## config.mk

```make
export PLATFORM = sky130hd
export DESIGN_NAME = id_scoreboard
export DESIGN_NICKNAME = d
export VERILOG_FILES = /design/src/rtl/id_scoreboard_pkg.sv /design/src/rtl/scb_busy_table.sv /design/src/rtl/id_scoreboard.sv
export SDC_FILE = /design/constraint.sdc
export NUM_CORES = 1
export LEC_CHECK = 0
export BUFFER_PORTS_ARGS = -buffer_cell sky130_fd_sc_hd__buf_4
export CELL_PAD_IN_SITES_DETAIL_PLACEMENT = 0
export CELL_PAD_IN_SITES_GLOBAL_PLACEMENT = 1
export CORE_MARGIN = 2
export CORE_UTILIZATION = 45
export DETAILED_ROUTE_END_ITERATION = 6
export PLACE_DENSITY_LB_ADDON = 0.1
export SETUP_SLACK_MARGIN = 0.02
export SYNTH_ARGS = -nofsm -noshare
export SYNTH_HDL_FRONTEND = slang
export SYNTH_SLANG_ARGS = --single-unit
```

## constraint.sdc

```tcl
create_clock -name clk -period 6.05 [get_ports clk]
set_clock_uncertainty 0.1 [all_clocks]
set_input_delay 0.605 -clock clk [delete_from_list [all_inputs] [get_ports clk]]
set_output_delay 0.605 -clock clk [all_outputs]
set_load 0.1 [all_outputs]
```

## src/rtl/id_scoreboard_pkg.sv

```systemverilog
// id_scoreboard_pkg: shared register-file geometry and helpers for the issue scoreboard
package id_scoreboard_pkg;
  localparam int REG_ADDR_W = 5;
  localparam int REG_NUM = 32;
  function automatic logic [REG_NUM-1:0] onehot(input logic [REG_ADDR_W-1:0] a);
    return REG_NUM'(1) << a;
  endfunction
endpackage

```

## src/rtl/scb_busy_table.sv

```systemverilog
// scb_busy_table: per-GPR pending-write bits, set wins over clear, x0 hard-wired to zero
module scb_busy_table import id_scoreboard_pkg::*; (
  input  logic                  clk,
  input  logic                  rst,
  input  logic                  flush,
  input  logic                  set_en,
  input  logic [REG_ADDR_W-1:0] set_addr,
  input  logic                  clr_en,
  input  logic [REG_ADDR_W-1:0] clr_addr,
  output logic [REG_NUM-1:0]    mask,
  output logic                  clr_hit
);
  logic [REG_NUM-1:0] set_vec, clr_vec;
  always_comb begin
    set_vec = set_en ? onehot(set_addr) : '0;
    clr_vec = clr_en ? onehot(clr_addr) : '0;
    clr_hit = clr_en && clr_addr != '0 && mask[clr_addr];
  end
  always_ff @(posedge clk) begin
    if (rst || flush) mask <= '0;
    else mask <= ((mask & ~clr_vec) | set_vec) & ~REG_NUM'(1);
  end
endmodule

```

## src/rtl/id_scoreboard.sv

```systemverilog
// id_scoreboard: decode-stage RAW/WAW/capacity stall control with writeback release.
// Define SCB_WB_BYPASS_EN to let a same-cycle writeback resolve hazards.
module id_scoreboard import id_scoreboard_pkg::*; #(
  parameter int MAX_OUTSTANDING = 4,
  parameter int CNT_W = 3,
  parameter int STALL_CNT_W = 16
) (
  input  logic                   clk,
  input  logic                   rst,
  input  logic                   id_valid,
  output logic                   id_ready,
  input  logic                   rs1_r_ena,
  input  logic [REG_ADDR_W-1:0]  rs1_r_addr,
  input  logic                   rs2_r_ena,
  input  logic [REG_ADDR_W-1:0]  rs2_r_addr,
  input  logic                   rd_w_ena,
  input  logic [REG_ADDR_W-1:0]  rd_w_addr,
  output logic                   issue,
  input  logic                   wb_valid,
  input  logic [REG_ADDR_W-1:0]  wb_addr,
  input  logic                   flush,
  output logic [REG_NUM-1:0]     busy_mask,
  output logic [CNT_W-1:0]       outstanding,
  output logic                   sb_err,
  output logic [STALL_CNT_W-1:0] stall_cycles
);
  logic [REG_NUM-1:0] busy_eff;
  logic wr, raw1, raw2, waw, full, set_en, clr_hit;
  always_comb begin
`ifdef SCB_WB_BYPASS_EN
    busy_eff = busy_mask & ~(wb_valid ? onehot(wb_addr) : '0);
`else
    busy_eff = busy_mask;
`endif
    wr = rd_w_ena && rd_w_addr != '0;
    raw1 = rs1_r_ena && busy_eff[rs1_r_addr];
    raw2 = rs2_r_ena && busy_eff[rs2_r_addr];
    waw = wr && busy_eff[rd_w_addr];
    full = outstanding == CNT_W'(MAX_OUTSTANDING) && wr;
    id_ready = !rst && !flush && !(raw1 || raw2 || waw || full);
    issue = id_valid && id_ready;
    set_en = issue && wr;
  end
  scb_busy_table u_busy (
    .clk(clk),
    .rst(rst),
    .flush(flush),
    .set_en(set_en),
    .set_addr(rd_w_addr),
    .clr_en(wb_valid && !flush),
    .clr_addr(wb_addr),
    .mask(busy_mask),
    .clr_hit(clr_hit)
  );
  always_ff @(posedge clk) begin
    if (rst) begin
      outstanding <= '0;
      sb_err <= 1'b0;
      stall_cycles <= '0;
    end else begin
      if (id_valid && !id_ready && stall_cycles != '1) stall_cycles <= stall_cycles + STALL_CNT_W'(1);
      if (flush) outstanding <= '0;
      else begin
        outstanding <= outstanding + CNT_W'(set_en) - CNT_W'(clr_hit);
        if (wb_valid && !clr_hit) sb_err <= 1'b1;
      end
    end
  end
endmodule

```

==> metrics <==
Crit path max-delay family multiplexers; First-pass DRT Iterations 5; Num CTS Buffers 5; DP HPWL slightly below 9000 µm; Slowest cell on crit path mux4_1; row cnt 32; Critical Path Max Stage Delay 580 ps; CP max FO 9; Ys Warns 0; Max Cap Viol 0; clk slew on worst S/H paths 90 ps; mux contribution to synthesized area 23.6%; RSZ-0062 raised after global routing false; endpoints failing setup 0; die footprint 8750 µm²; Final Critical Period 3690 ps; total track usage about 29%; Synth Instances around 380; Worst Tran Pin Value between 800 and 900 ps; area leader, netlist dfxtp_1; share of cells above drive strength 1 a little under a third; Total Routed Length 12100 µm; ys flop type dfxtp_1; Post-CTS Setup Bufs 0; Final Hold Fails 0; PD cells 161 nW/µm²; worst-path cell chain buf_4 -> mux4_1 -> mux4_2 -> nor2_2 -> a311oi_4 -> nor3_1 -> nand3_1 -> ha_1 -> inv_1 -> ha_1 -> inv_1 -> fa_1 -> xor2_1 -> xnor2_1 -> nor2_1; most common cell after layout, fill and taps aside buf_4; most frequent cells in the layout buf_4 (83), dfxtp_1 (51), nand2_1 (32); WP data required a little over 6000 ps; DR vias 3599; core area 7730 µm²; Via density 6.60; post_cts resized 0; post-synthesis simple-gate area fraction 22.8%; Slew headroom roughly 43%; Port Buffers 80; Synth async-reset ratio 0%; die span in y 93.5 µm; EDFF count, synth 0; remaining antenna violation count after routing 0; Compound-Gate Fraction of Synth Area a little under a fifth; period utilization 61.1%; largest net degree at the start of global routing 32; area delta synth->final 20.1%; Post-layout nets about 470; Critical Path End Type flip-flop; CTS tree built; Worst-Skew Late Latency 310 ps; Fmax around 270 MHz; VDD IR max ~0.12 mV; type of origin of the critical path primary input; CTS sink cnt a little over 50; vias in the first global route about 3400; initial drt markers 344; fin cells 545; Residual DRC 0; GRT Residual Overflow 0; Max Slew Vio Count 0; Top-Level Pins 82; DP Cell Count 537; Clock Root Buffer clkbuf_8; Hold-fix buffers, CTS 0; largest family of logic cells by synthesized area multiplexers; drt wl/cell around 22 µm; sequential-to-total area share from yosys stat 28.3%; top cell type's share of synthesized area 28.3%; xor and xnor fraction of the mapped netlist area 0.486%; Hold Crit Class flip-flop to flip-flop; Yosys reg bits 51; CP Buf/Inv Count 3; WS Path Type primary input to flip-flop; Pleak approximately 1.6 nW; GPL Wtd Cong 0.903; CTS H-Tree Depth 2; Antenna Cells 0; adder-cell area share of the yosys netlist 1.60%; Synthesized Nets around 410; Avg Synthesized Cell Area 9.46 µm²; first-pass GRT wire length approximately 19000 µm; Mapped Area 3610 µm²; synth unique cells 59; Bufs on Longest Clock Path 2; final total power roughly 700 µW; run status finished, final reports clean; initial core utilization a little under half; Setup TNS 0 ps; Die Span X slightly above 90 µm; Crit path arrival time 3780 ps; top post-synthesis cells by area dfxtp_1 (28%), mux4_2 (14%), mux4_1 (5.1%); antenna violations before repair 0
-- metrics by stage --
stage                     cell area, µm²  util, %  hold WS, ps  worst slack, ps
final                               4330     56.0          399             2360
after global routing                4330     56.0          435             2180
after CTS                           4330     56.0          406             2350
after detailed placement            4220     54.6          393             2040
after global placement              4220     54.6          381             2160
after floorplan                     3610        -          694              128
-- worst paths after layout --
check | from | slack [ps] | depth (start not counted) | end
max reg2reg | u_busy.mask[24] | 2380 | 14 | outstanding[2]
min reg2reg | sb_err | 400 | 2 | sb_err
max | rs2_r_addr[1] | 2360 | 15 | outstanding[2]
min | sb_err | 400 | 2 | sb_err
-- power by group --
part	internal (mW)	switching [mW]	leakage, nW
Combinational	0.0375	0.0771	1.16
Sequential	0.337	0.00208	0.411
Clock	0.123	0.119	0.0581
Total	0.498	0.198	1.62
-- tightest hold or removal path: stages (launching register included) --
cell and delay [ps]:
dfxtp_1 340, a21oi_1 40, nor2_1 80
-- cell families after synthesis --
kind of cell	after synthesis
AOI/OAI and AO/OA	94
xor gates and xnor gates	2
adders and majority gates	4
buffers and inverters	38
DFF	51
muxes	43
other	1
and+or+nand+nor	148
-- state kept, by name, summed over array words and instances, names as in the netlist --
name          cells
sb_err            1
stall_cycles     16
outstanding       3
u_busy.mask      31
-- Yosys cell counts, drive strengths merged (8+ instances only) --
| master | n |
|---|---|
| a21oi | 19 |
| buf | 13 |
| clkbuf | 16 |
| dfxtp | 51 |
| inv | 9 |
| mux4 | 30 |
| nand2 | 32 |
| nand3 | 20 |
| nor2 | 26 |
| nor2b | 8 |
| o211ai | 17 |
| o21ai | 26 |
| o31ai | 12 |
| or4 | 10 |
-- area by class of cell --
cell class / count / area [µm²]
Clock inverter: 3 / 43.8
Tap cell: 102 / 128
Sequential cell: 51 / 1020
Clock buffer: 5 / 68.8
Inverter: 9 / 33.8
Fill cell: 723 / 3400
Timing Repair Buffer: 83 / 623
Multi-Input combinational cell: 292 / 2410
-- routing by layer --
metal  part of all wire [%]  vias up  routed length, µm  track usage (%)
li1                       -     1605                  -                -
met3                    9.4       31               1140             6.53
met1                     44     1758               5330             41.5
met2                     44      205               5310             41.8
met4                    3.0        0                365             10.4
met5                      0        -                  0                0
(Power assumes the default switching activity.)
